===== src/rtl/echo_ranger_pkg.sv =====
// obstacle_pkg: FSM state encoding and default timing constants shared by the echo ranger.
package obstacle_pkg;
  typedef enum logic [2:0] {IDLE, ARMED, MEASURE, DONE, WAIT_LOW, AVG} ranger_state_t;
  localparam int CYCLES_PER_CM_DEF  = 5800;
  localparam int TIMEOUT_CYCLES_DEF = 3_800_000;
endpackage


===== src/rtl/echo_ranger_if.sv =====
// echo_ranger_if: trigger/echo inputs and distance/obstacle outputs of the echo ranger.
interface echo_ranger_if #(parameter int DIST_W = 9);
  logic              trig_i;
  logic              echo_i;
  logic [DIST_W-1:0] dist_cm;
  logic              dist_valid;
  logic              obstacle;
  logic              timeout_err;
  modport master (output trig_i, echo_i, input dist_cm, dist_valid, obstacle, timeout_err);
  modport slave  (input trig_i, echo_i, output dist_cm, dist_valid, obstacle, timeout_err);
endinterface


===== src/rtl/echo_ranger_sync.sv =====
// echo_sync: 2-FF synchronizer for the raw echo pin with rise/fall pulses on the synchronized level.
module echo_sync (
  input  logic clk,
  input  logic rst_n,
  input  logic async_i,
  output logic level_o,
  output logic rise_o,
  output logic fall_o
);
  logic [2:0] sync_q, sync_d;
  always_comb sync_d = {sync_q[1:0], async_i};
  always_ff @(posedge clk or negedge rst_n)
    if (!rst_n) sync_q <= '0;
    else sync_q <= sync_d;
  // bit 2 is the previous synchronized level, used only for edge detection
  assign level_o = sync_q[1];
  assign rise_o  = sync_q[1] & ~sync_q[2];
  assign fall_o  = ~sync_q[1] & sync_q[2];
endmodule


===== src/rtl/echo_ranger.sv =====
// echo_ranger: echo high-time to cm converter with hysteretic obstacle flag.
// Define RANGE_AVG_EN to report a 4-sample moving average instead of the raw reading.
module echo_ranger
  import obstacle_pkg::*;
#(
  parameter int CYCLES_PER_CM  = CYCLES_PER_CM_DEF,
  parameter int TIMEOUT_CYCLES = TIMEOUT_CYCLES_DEF,
  parameter int DIST_W         = 9,
  parameter int NEAR_CM        = 20,
  parameter int HYST_CM        = 3
) (
  input logic          clk,
  input logic          rst_n,
  echo_ranger_if.slave bus
);
  localparam int SUB_W = $clog2(CYCLES_PER_CM);
  localparam int TMO_W = $clog2(TIMEOUT_CYCLES);
  localparam logic [DIST_W:0] NEAR_T = (DIST_W+1)'(NEAR_CM);
  localparam logic [DIST_W:0] CLR_T  = (DIST_W+1)'(NEAR_CM + HYST_CM);
`ifdef RANGE_AVG_EN
  localparam ranger_state_t AFTER_DONE = AVG;
`else
  localparam ranger_state_t AFTER_DONE = IDLE;
`endif
  ranger_state_t     state_q, state_d;
  logic              trig_q, trig_fall, echo_lvl, echo_rise, echo_fall;
  logic [SUB_W-1:0]  sub_cnt_q, sub_cnt_d;
  logic [DIST_W-1:0] cm_cnt_q, cm_cnt_d, dist_q, dist_d, new_dist;
  logic [TMO_W-1:0]  tmo_q, tmo_d;
  logic              valid_q, valid_d, obst_q, obst_d, terr_q, terr_d;
  logic              load, tmo_fail, sub_wrap;
  echo_sync u_sync (
    .clk     (clk),
    .rst_n   (rst_n),
    .async_i (bus.echo_i),
    .level_o (echo_lvl),
    .rise_o  (echo_rise),
    .fall_o  (echo_fall)
  );
  assign trig_fall = trig_q & ~bus.trig_i;
  assign sub_wrap  = sub_cnt_q == SUB_W'(CYCLES_PER_CM - 1);
  // an edge arriving on the last allowed cycle wins over the timeout
  assign tmo_fail  = tmo_q == TMO_W'(TIMEOUT_CYCLES - 1) &&
                     (state_q == ARMED && !echo_rise || state_q == MEASURE && !echo_fall);
  always_ff @(posedge clk or negedge rst_n)
    if (!rst_n) state_q <= IDLE;
    else state_q <= state_d;
  always_comb begin
    state_d = state_q;
    case (state_q)
      IDLE:     state_d = trig_fall ? ARMED : IDLE;
      ARMED:    state_d = echo_rise ? MEASURE : tmo_fail ? IDLE : ARMED;
      MEASURE:  state_d = echo_fall ? DONE : tmo_fail ? WAIT_LOW : MEASURE;
      DONE:     state_d = AFTER_DONE;
      WAIT_LOW: state_d = echo_lvl ? WAIT_LOW : IDLE;
      default:  state_d = IDLE;
    endcase
  end
  always_comb begin
    tmo_d     = (state_q == ARMED && !echo_rise || state_q == MEASURE) ? tmo_q + 1'b1 : '0;
    sub_cnt_d = state_q == ARMED ? '0 : state_q != MEASURE ? sub_cnt_q : sub_wrap ? '0 : sub_cnt_q + 1'b1;
    cm_cnt_d  = state_q == ARMED ? '0 :
                (state_q == MEASURE && sub_wrap && ~&cm_cnt_q) ? cm_cnt_q + 1'b1 : cm_cnt_q;
  end
`ifdef RANGE_AVG_EN
  logic [DIST_W-1:0] hist_q [4];
  logic [DIST_W-1:0] hist_d [4];
  logic [DIST_W+1:0] sum_q, sum_d;
  logic              fill_q, fill_d;
  always_comb begin
    hist_d = hist_q;
    sum_d  = sum_q;
    fill_d = fill_q | (state_q == DONE);
    if (state_q == DONE && fill_q) begin
      hist_d[0] = cm_cnt_q;
      hist_d[1] = hist_q[0];
      hist_d[2] = hist_q[1];
      hist_d[3] = hist_q[2];
      sum_d     = sum_q - (DIST_W+2)'(hist_q[3]) + (DIST_W+2)'(cm_cnt_q);
    end else if (state_q == DONE) begin
      for (int i = 0; i < 4; i++) hist_d[i] = cm_cnt_q;
      sum_d = {cm_cnt_q, 2'b00};
    end
  end
  always_ff @(posedge clk or negedge rst_n)
    if (!rst_n) begin
      hist_q <= '{default: '0};
      sum_q  <= '0;
      fill_q <= 1'b0;
    end else begin
      hist_q <= hist_d;
      sum_q  <= sum_d;
      fill_q <= fill_d;
    end
  assign load     = state_q == DONE;
  assign new_dist = sum_d[DIST_W+1:2];
`else
  // registering on the MEASURE->DONE edge makes dist_valid coincide with DONE
  assign load     = state_q == MEASURE && echo_fall;
  assign new_dist = cm_cnt_d;
`endif
  always_comb begin
    dist_d  = load ? new_dist : dist_q;
    valid_d = load;
    terr_d  = tmo_fail;
    obst_d  = tmo_fail ? 1'b0 : !load ? obst_q :
              ({1'b0, new_dist} < NEAR_T) ? 1'b1 : ({1'b0, new_dist} >= CLR_T) ? 1'b0 : obst_q;
  end
  always_ff @(posedge clk or negedge rst_n)
    if (!rst_n) begin
      trig_q    <= 1'b0;
      tmo_q     <= '0;
      sub_cnt_q <= '0;
      cm_cnt_q  <= '0;
      dist_q    <= '0;
      valid_q   <= 1'b0;
      obst_q    <= 1'b0;
      terr_q    <= 1'b0;
    end else begin
      trig_q    <= bus.trig_i;
      tmo_q     <= tmo_d;
      sub_cnt_q <= sub_cnt_d;
      cm_cnt_q  <= cm_cnt_d;
      dist_q    <= dist_d;
      valid_q   <= valid_d;
      obst_q    <= obst_d;
      terr_q    <= terr_d;
    end
  assign bus.dist_cm     = dist_q;
  assign bus.dist_valid  = valid_q;
  assign bus.obstacle    = obst_q;
  assign bus.timeout_err = terr_q;
endmodule


===== src/flat_wrapper.sv =====
// flat-port wrapper written by rule: the top's interface ports become plain ports
module echo_ranger_flat import obstacle_pkg::*;
#(
  parameter int CYCLES_PER_CM  = CYCLES_PER_CM_DEF,
  parameter int TIMEOUT_CYCLES = TIMEOUT_CYCLES_DEF,
  parameter int DIST_W         = 9,
  parameter int NEAR_CM        = 20,
  parameter int HYST_CM        = 3
)
  (clk, rst_n, bus_trig_i, bus_echo_i, bus_dist_cm, bus_dist_valid, bus_obstacle, bus_timeout_err);
  echo_ranger_if #(.DIST_W(DIST_W)) bus_i ();
  input logic clk;
  input logic rst_n;
  input wire logic [$bits(bus_i.trig_i)-1:0] bus_trig_i;
  input wire logic [$bits(bus_i.echo_i)-1:0] bus_echo_i;
  output wire logic [$bits(bus_i.dist_cm)-1:0] bus_dist_cm;
  output wire logic [$bits(bus_i.dist_valid)-1:0] bus_dist_valid;
  output wire logic [$bits(bus_i.obstacle)-1:0] bus_obstacle;
  output wire logic [$bits(bus_i.timeout_err)-1:0] bus_timeout_err;
  assign bus_i.trig_i = bus_trig_i;
  assign bus_i.echo_i = bus_echo_i;
  assign bus_dist_cm = bus_i.dist_cm;
  assign bus_dist_valid = bus_i.dist_valid;
  assign bus_obstacle = bus_i.obstacle;
  assign bus_timeout_err = bus_i.timeout_err;
  echo_ranger #(.CYCLES_PER_CM(CYCLES_PER_CM), .TIMEOUT_CYCLES(TIMEOUT_CYCLES), .DIST_W(DIST_W), .NEAR_CM(NEAR_CM), .HYST_CM(HYST_CM)) u_core (.clk(clk), .rst_n(rst_n), .bus(bus_i));
endmodule

===== config.mk =====
export PLATFORM = sky130hd
export DESIGN_NAME = echo_ranger_flat
export DESIGN_NICKNAME = d
export VERILOG_FILES = /design/src/rtl/echo_ranger_pkg.sv /design/src/rtl/echo_ranger_if.sv /design/src/rtl/echo_ranger_sync.sv /design/src/rtl/echo_ranger.sv /design/src/flat_wrapper.sv
export SDC_FILE = /design/constraint.sdc
export NUM_CORES = 1
export LEC_CHECK = 0
export CAP_MARGIN = 20
export CORE_ASPECT_RATIO = 0.8
export CORE_UTILIZATION = 59
export DETAILED_ROUTE_END_ITERATION = 6
export GPL_TIMING_DRIVEN = 0
export PLACE_DENSITY_LB_ADDON = 0.15
export SYNTH_ARGS = -nofsm -noshare
export SYNTH_HDL_FRONTEND = slang
export SYNTH_SLANG_ARGS = --single-unit

===== constraint.sdc =====
create_clock -name clk -period 3.3 [get_ports clk]
set_input_delay 0.825 -clock clk [delete_from_list [all_inputs] [get_ports clk]]
set_output_delay 0.825 -clock clk [all_outputs]
set_load 0.05 [all_outputs]

==> run metrics, run 1 <==
WL final=6.221 mm; Max clock buf depth=2; ant diodes=0; YS warnings=0; Place WS=0.4971 ns; Fmax=352.7 MHz; Layout area overhead=14.40%; mapped cell area=0.003110 mm2; clock slew at reported path FFs=0.06 ns; Initial Utilization=0.6176; DP Wirelength=4.478 mm; layout cells sized above 1=0.07799; initial antenna violation count=0; post-route setup slack=0.4644 ns; hold-fix buffers at CTS=0; remaining global-route overflow=0; CORE AREA=0.005036 mm2; CP Class=reg -> reg; first-pass GRT wire length=10.68 mm; vias in the first global route=2314; DRC errors left=0; Area contributors post-synth=dfrtp_1 (51%), nand2_1 (5.8%), nor2_1 (5.1%), xor2_1 (5.1%), o21ai_0 (3.9%); largest net degree at the start of global routing=39; Yosys top cell by area=dfrtp_1; Flop pwr share=0.438; Slowest-stage cell, CP=dfrtp_1; Core Rows=23; TritonCTS Buffers=9; crit end category=flop; GP Congestion=0.8767; worst slew pin tran=0.6012 ns; syn nets=335; Synth top area share=0.5068; Die X=83.18 um; # Post-CTS Setup Buffers=0; Power Density=561.5 mW/mm2; Initial DRC Count=148; #FFs+latches synth=63; # resized after CTS=0; Placed Cells=405; clk sinks=63; maximum vdd drop=0.0003800 V; synth cell count leaders=dfrtp_1 (63), nand2_1 (48), nor2_1 (42); synthesized instance count=327; Sw Pwr=623.8 uW; Comb pwr share=0.212; count leader, synth=dfrtp_1; fin nets=362; routed vias/inst=5.777; Synth async-reset ratio=1.000; Port Buffer Count=15; Post-Layout Cell Count=421; die footprint=0.005568 mm2; Die Ht=66.94 um; Most used DFF post-synth=dfrtp_1; Net Sw Frac=0.3122; Clk pwr share=0.351; Avg WL per Cell=14.78 um; EDFF count, synth=0; Antenna Nets Post-Route=0; Cell Int Power=1374 uW; worst-path fanout max=10; startpoint types=flop; TritonRoute pass-1 iters=4; via count=2432; Max transition margin=0.5977; worst path cell trace=clkbuf_1 > and4_1 > nand2_1 > nor2_1 > ha_1 > nor4b_4 > and4_1 > buf_6 > nand2_2 > mux2_4 > inv_2 > o211ai_1 > a211o_1 > o211ai_1; H-tree levels=3; clk root buf=clkbuf_8; status=finished, final reports clean; RSZ-0062 raised after global routing=no; final hold slack=0.3535 ns; CTS tree=done; syn avg cell area=9.512 um2; crit path time final=2.836 ns; post-synthesis sequential area ratio=0.5068; Synth cell types=46; skew final=0.008169 ns; max-cap violations=0; Leak=0.001586 uW; Worst-Skew Late Latency=0.34 ns; total track usage=0.2505; CP max stage delay=0.36 ns; I/O pins=16; period utilization=0.8593; Final Util=0.7066; WP data arrival=3.09 ns; Final Max Tran Viols=0; final count of negative-setup-slack endpoints=0; Final Hold Fails=0; Worst Path Required=3.55 ns; Hold Path Class=reg -> reg
[cell type report]
| type | count | area [um2] |
|---|---|---|
| Timing Repair Buffer | 16 | 165.2 |
| Fill cell | 382 | 1478 |
| Inverter | 5 | 18.77 |
| Buffer | 9 | 42.54 |
| Multi-Input combinational cell | 250 | 1473 |
| Tap cell | 62 | 77.57 |
| Sequential cell | 63 | 1577 |
| Clock buffer | 12 | 135.1 |
| Clock inverter | 4 | 70.07 |
[worst max-delay path, delay by kind of cell, from the launching register on]
| family | cells | cell delay, ns |
|---|---|---|
| compound gates | 3 | 0.43 |
| fa+ha+maj | 1 | 0.21 |
| buf+inv | 3 | 0.39 |
| flops | 1 | 0.36 |
| mux | 1 | 0.32 |
| simple gates | 6 | 1.03 |
[state kept, by name, summed over array words and instances, names as in the netlist]
signal                  cells
u_core.bus.dist_cm          9
u_core.bus.dist_valid       1
u_core.bus.obstacle         1
u_core.bus.timeout_err      1
u_core.cm_cnt_q             9
u_core.state_q              3
u_core.sub_cnt_q           13
u_core.tmo_q               22
u_core.trig_q               1
u_core.u_sync.sync_q        3
[power groups by stage]
| stage | clock [uW] | sequential (uW) | combinational, uW |
|---|---|---|---|
| 2_1_floorplan | 0 | 898 | 269 |
| 3_3_place_gp | 0 | 882 | 407 |
| 3_5_place_dp | 0 | 887 | 423 |
| 4_1_cts | 720 | 873 | 425 |
| 5_1_grt | 749 | 881 | 475 |
| 6_report | 701 | 874 | 423 |
[final timing paths]
| kind | from | end | slack (ns) | cells after the start |
|---|---|---|---|---|
| max | u_core.cm_cnt_q[3] | u_core.bus.obstacle | 0.46 | 14 |
| min | u_core.u_sync.sync_q[0] | u_core.u_sync.sync_q[1] | 0.35 | 0 |
| max reg2reg | u_core.cm_cnt_q[3] | u_core.bus.obstacle | 0.46 | 14 |
| min reg2reg | u_core.u_sync.sync_q[0] | u_core.u_sync.sync_q[1] | 0.35 | 0 |
| max in group asynchronous | rst_n | u_core.cm_cnt_q[0] | 2.22 | 2 |
| min in group asynchronous | rst_n | u_core.tmo_q[9] | 0.48 | 1 |
[routing by layer]
metal	share of wire	up-vias	global-route usage
li1	-	1199	-
met1	0.50	1159	0.3425
met2	0.43	68	0.3791
met3	0.057	6	0.06568
met4	0.011	0	0.1034
met5	0	-	0
[cell families after synthesis]
kind of cell,count (synthesis),synth area share
buffers and inverters,14,0.01971
DFF,63,0.5068
adders and majority gates,4,0.01609
xor gates and xnor gates,26,0.07321
AOI/OAI and AO/OA,48,0.08930
muxes,3,0.01166
and+or+nand+nor,169,0.2832
[through the flow]
stage	total power (uW)	cell area, um2	TNS, ns
finish	1998	3558	0
global route	2105	3558	0
CTS	2018	3558	0
detailed placement	1310	3353	0
global placement	1290	3338	-33.88
floorplan	1167	3110	0
[cells in the final DEF, fill, tap and decap left out, types with 9 or more instances in the layout]
cell type / count
dfrtp_1: 63
and3_1: 14
nand4_1: 11
clkbuf_1: 10
clkbuf_8: 9
nand3_1: 14
clkdlybuf4s50_1: 14
xor2_1: 18
o21ai_0: 24
nor2_1: 42
nand2_1: 48
Power figures use the tool's default switching activity.
==> inputs of run 2 (changes only) <==
- CAP_MARGIN: 20 -> not set
==> run metrics, run 2 (synthesized netlist as in run 1, its figures left out) <==
period utilization=0.8593 (unchanged); layout cells sized above 1=0.07799 (unchanged); Power Density=561.5 mW/mm2 (unchanged); Net Sw Frac=0.3122 (unchanged); DP Wirelength=4.478 mm (unchanged); Final Hold Fails=0 (unchanged); Die X=83.18 um (unchanged); hold path cells=0 (unchanged); TritonRoute pass-1 iters=4 (unchanged); total track usage=0.2505 (unchanged); Die Ht=66.94 um (unchanged); crit end category=flop (unchanged); fin area=0.003558 mm2 (unchanged); hold endpoint=u_core.u_sync.sync_q[1] (unchanged); clock slew at reported path FFs=0.06 ns (about the same); first-pass GRT wire length=10.68 mm (unchanged); Leak=0.001586 uW (unchanged); Max clock buf depth=2 (unchanged); Clk pwr share=0.351 (about the same); clk sinks=63 (unchanged); vias in the first global route=2314 (unchanged); Hold Path Class=reg -> reg (unchanged); DRC errors left=0 (unchanged); I/O pins=16 (unchanged); # Post-CTS Setup Buffers=0 (unchanged); Worst Path Required=3.55 ns (about the same); RSZ-0062 raised after global routing=no (unchanged); status=finished, final reports clean (unchanged); commonest non-fill, non-tap cell in the layout=dfrtp_1 (unchanged); max FFs per register=22 (unchanged); post-route setup slack=0.4644 ns (unchanged); Port Buffer Count=15 (unchanged); Avg WL per Cell=14.78 um (unchanged); clk root buf=clkbuf_8 (unchanged); CP Class=reg -> reg (unchanged); maximum vdd drop=0.0003800 V (unchanged); hold_sp=u_core.u_sync.sync_q[0] (unchanged); Initial Utilization=0.6176 (unchanged); Place WS=0.4971 ns (unchanged); Largest regs=u_core.tmo_q (22), u_core.sub_cnt_q (13) (unchanged); DP Area=0.003353 mm2 (unchanged); Initial DRC Count=148 (unchanged); Antenna Nets Post-Route=0 (unchanged); ant diodes=0 (unchanged); routed vias/inst=5.777 (unchanged); skew final=0.008169 ns (unchanged); CTS tree=done (unchanged); Flop pwr share=0.438 (about the same); startpoint types=flop (unchanged); via count=2432 (unchanged); die footprint=0.005568 mm2 (unchanged); Core Rows=23 (unchanged); initial antenna violation count=0 (unchanged); hold-fix buffers at CTS=0 (unchanged); crit path time final=2.836 ns (unchanged); Filler Cells Inserted=382 (unchanged); TritonCTS Buffers=9 (unchanged); CORE AREA=0.005036 mm2 (unchanged); worst slew pin tran=0.6012 ns (unchanged); remaining global-route overflow=0 (unchanged); max-cap violations=0 (unchanged); Fmax=352.7 MHz (unchanged); Final Util=0.7066 (unchanged); Layout area overhead=14.40% (unchanged); Worst R2R Setup Slack=0.46 ns (about the same); Sw Pwr=623.8 uW (unchanged); largest net degree at the start of global routing=39 (unchanged); Cell Int Power=1374 uW (unchanged); highest-count cells in the layout ignoring fill and taps=dfrtp_1 (63), nand2_1 (48), nor2_1 (42) (unchanged); WL final=6.221 mm (unchanged); H-tree levels=3 (unchanged); Reg-to-Reg Start=u_core.cm_cnt_q[3] (unchanged); # resized after CTS=0 (unchanged); worst-path fanout max=10 (unchanged); Worst-Skew Late Latency=0.34 ns (about the same); fin nets=362 (unchanged); GP Congestion=0.8767 (unchanged); Final Max Tran Viols=0 (unchanged); final count of negative-setup-slack endpoints=0 (unchanged); Max transition margin=0.5977 (unchanged); RR Endpoint=u_core.bus.obstacle (unchanged); Comb pwr share=0.212 (about the same); Largest Register=u_core.tmo_q (unchanged); Worst Reg-to-Reg Cells=14 (unchanged); WP data arrival=3.09 ns (about the same)
-- run 2: final cells by class --
class | count | area, um2 | area share
buffer | 9 | 42.54 | 0.01196
tap | 62 | 77.57 | 0.02180
sequential | 63 | 1577 | 0.4430
inverter | 5 | 18.77 | 0.005274
multi-input combinational | 250 | 1473 | 0.4139
clock buffer | 12 | 135.1 | 0.03797
timing repair buffer | 16 | 165.2 | 0.04641
clock inverter | 4 | 70.07 | 0.01969
-- run 2: layer usage --
layer / vias to the layer above / global-route usage / wire length, um
met5: - / 0 / 0
met4: 0 / 0.1034 / 67
met3: 6 / 0.06568 / 354
met2: 68 / 0.3791 / 2683
met1: 1159 / 0.3425 / 3115
li1: 1199 / - / -
-- run 2: power groups by stage --
stage | Sequential [uW] | Clock [uW] | Combinational (uW)
after global routing | 881 | 749 | 475
after CTS | 873 | 720 | 425
final | 874 | 701 | 423
after detailed placement | 887 | 0 | 423
after floorplan | 898 | 0 | 269
after global placement | 882 | 0 | 407
-- run 2: critical path, stage by stage (launching register included) --
cell and delay, ns:
dfrtp_1 0.36, clkbuf_1 0.18, and4_1 0.26, nand2_1 0.11
nor2_1 0.06, ha_1 0.21, nor4b_4 0.30, and4_1 0.24
buf_6 0.15, nand2_2 0.06, mux2_4 0.32, inv_2 0.06
o211ai_1 0.10, a211o_1 0.24, o211ai_1 0.09
-- run 2: worst max-delay path by stage --
stage | from | endpoint
global route | u_core.cm_cnt_q[3] | u_core.bus.obstacle
detailed placement | u_core.cm_cnt_q[3] | u_core.bus.obstacle
CTS | u_core.cm_cnt_q[3] | u_core.bus.obstacle
finish | u_core.cm_cnt_q[3] | u_core.bus.obstacle
global placement | rst_n | u_core.bus.dist_cm[8]
floorplan | u_core.cm_cnt_q[3] | u_core.bus.obstacle
-- run 2: stage by stage --
stage | power (uW) | hold WS [ns] | setup TNS, ns | std cells
floorplan | 1167 | 0.3312 | 0 | 327
global placement | 1290 | 0.3347 | -33.88 | 404
global route | 2105 | 0.3641 | 0 | 421
detailed placement | 1310 | 0.3450 | 0 | 405
finish | 1998 | 0.3535 | 0 | 421
CTS | 2018 | 0.3598 | 0 | 421
==> inputs of run 3 (changes only) <==
- CELL_PAD_IN_SITES_DETAIL_PLACEMENT: not set -> 1
- CELL_PAD_IN_SITES_GLOBAL_PLACEMENT: not set -> 1
- CORE_UTILIZATION: 59 -> 46
==> run metrics, run 3 (synthesized netlist as in run 1, its figures left out) <==
status=finished, final reports clean (unchanged); I/O pins=16 (unchanged); max-cap violations=0 (unchanged); Avg WL per Cell=16.42 um (was 14.78 um); Worst Reg-to-Reg Cells=14 (unchanged); routed vias/inst=5.611 (was 5.777); remaining global-route overflow=0 (unchanged); WP data arrival=3.17 ns (was 3.09 ns); total track usage=0.2328 (was 0.2505); hold_sp=u_core.u_sync.sync_q[0] (unchanged); skew final=0.007158 ns (was 0.008169 ns); vias in the first global route=2509 (was 2314); first-pass GRT wire length=12.24 mm (was 10.68 mm); Port Buffer Count=15 (unchanged); Leak=0.001553 uW (was 0.001586 uW); final hold slack=0.3606 ns (was 0.3535 ns); GP Congestion=0.8008 (was 0.8767); hold-fix buffers at CTS=0 (unchanged); die footprint=0.007097 mm2 (was 0.005568 mm2); TritonRoute pass-1 iters=4 (unchanged); RSZ-0062 raised after global routing=no (unchanged); Power Density=532.5 mW/mm2 (was 561.5 mW/mm2); Reg-to-Reg Start=u_core.cm_cnt_q[3] (unchanged); worst slew pin tran=0.7845 ns (was 0.6012 ns); maximum vdd drop=0.0003368 V (was 0.0003800 V); Placed Cells=426 (was 405); Fmax=344.0 MHz (was 352.7 MHz); hold endpoint=u_core.u_sync.sync_q[1] (unchanged); Initial DRC Count=102 (was 148); max FFs per register=22 (unchanged); Initial Utilization=0.4805 (was 0.6176); Worst Path Required=3.56 ns (was 3.55 ns); DRC errors left=0 (unchanged); crit path time final=2.907 ns (was 2.836 ns); commonest non-fill, non-tap cell in the layout=dfrtp_1 (unchanged); total power=1875 uW (was 1998 uW); CTS tree=done (unchanged); Max transition margin=0.4770 (was 0.5977); crit path launch=u_core.cm_cnt_q[3] (unchanged); initial antenna violation count=0 (unchanged); highest-count cells in the layout ignoring fill and taps=dfrtp_1 (63), nand2_1 (48), nor2_1 (42) (unchanged); Core Rows=26 (was 23); # resized after CTS=0 (unchanged); CP Class=reg -> reg (unchanged); Worst-Skew Late Latency=0.35 ns (was 0.34 ns); via count=2480 (was 2432); clock slew at reported path FFs=0.07 ns (was 0.06 ns); clk sinks=63 (unchanged); Filler Cells Inserted=761 (was 382); largest net degree at the start of global routing=64 (was 39); FF/Latch Area=0.001577 mm2 (unchanged); crit end category=flop (unchanged); clk root buf=clkbuf_8 (unchanged); # Post-CTS Setup Buffers=0 (unchanged); CORE AREA=0.006474 mm2 (was 0.005036 mm2); Final Max Tran Viols=0 (unchanged); Hold Path Class=reg -> reg (unchanged); DP Wirelength=5.208 mm (was 4.478 mm); Max clock buf depth=2 (unchanged); Die X=93.94 um (was 83.18 um); RR Endpoint=u_core.bus.obstacle (unchanged); Layout area overhead=13.19% (was 14.40%); H-tree levels=3 (unchanged); Largest regs=u_core.tmo_q (22), u_core.sub_cnt_q (13) (unchanged); startpoint types=flop (unchanged); fin nets=361 (was 362); Worst R2R Setup Slack=0.39 ns (was 0.46 ns); Die Ht=75.55 um (was 66.94 um); period utilization=0.8810 (was 0.8593); ant diodes=0 (unchanged); Post-Layout Cell Count=442 (was 421); TritonCTS Buffers=9 (unchanged); Largest Register=u_core.tmo_q (unchanged); area of the multi-input gates=0.001473 mm2 (unchanged); WL final=7.258 mm (was 6.221 mm); Final Hold Fails=0 (unchanged); setup tns final=0 ns (unchanged); worst-path fanout max=10 (unchanged); Antenna Nets Post-Route=0 (unchanged); Final Util=0.5439 (was 0.7066); layout cells sized above 1=0.07542 (was 0.07799); hold path cells=0 (unchanged); final count of negative-setup-slack endpoints=0 (unchanged)
==> run 3: changes by cell type in the layout (fill, tap and decap cells not counted) <==
cell,previous run,this run
buf_12,1,0
buf_2,2,1
buf_4,0,1
bufinv_16,2,0
clkinv_2,2,3
clkinvlp_4,0,1
==> run 3: final cells by class <==
type,count,area share
flip-flops and latches,63,0.4478
multi-input cells,250,0.4183
plain buffers,9,0.01208
clock inverters,4,0.006397
repair buffers,15,0.04193
well taps,84,0.02985
clock buffers,12,0.03838
inverters,5,0.005330
==> run 3: routing by layer <==
metal  wire length [um]  GRT usage
met5                  0          0
met4                107    0.09231
met3                268    0.05389
met2               3260     0.3560
met1               3622     0.3238
==> run 3: critical path, stage by stage (launching register included) <==
cell and delay, ns:
dfrtp_1 0.36, clkbuf_1 0.19, and4_1 0.26, nand2_1 0.11
nor2_1 0.06, ha_1 0.21, nor4b_4 0.32, and4_1 0.26
buf_6 0.15, nand2_2 0.06, mux2_4 0.34, inv_2 0.06
o211ai_1 0.10, a211o_1 0.25, o211ai_1 0.09
==> run 3: worst max path at each step <==
stage               slack [ns]  cells past startpoint                    end
global route              0.18                     14    u_core.bus.obstacle
detailed placement        0.40                     14    u_core.bus.obstacle
CTS                       0.39                     14    u_core.bus.obstacle
finish                    0.39                     14    u_core.bus.obstacle
global placement         -0.69                      1  u_core.bus.dist_cm[8]
floorplan                 0.73                     12    u_core.bus.obstacle
==> run 3: per-stage QoR <==
stage,setup slack [ns],cell area [um2]
2_1_floorplan,0.7287,3110
3_3_place_gp,-0.6945,3366
3_5_place_dp,0.4013,3363
4_1_cts,0.3895,3521
5_1_grt,0.1799,3521
6_report,0.3927,3521
==> run 3: where the power goes <==
group | leakage (uW) | internal (uW) | switching [uW]
Clock | 0.0000801 | 269 | 304
Sequential | 0.000864 | 818 | 57.4
Combinational | 0.000609 | 130 | 296
Total | 0.00155 | 1220 | 658
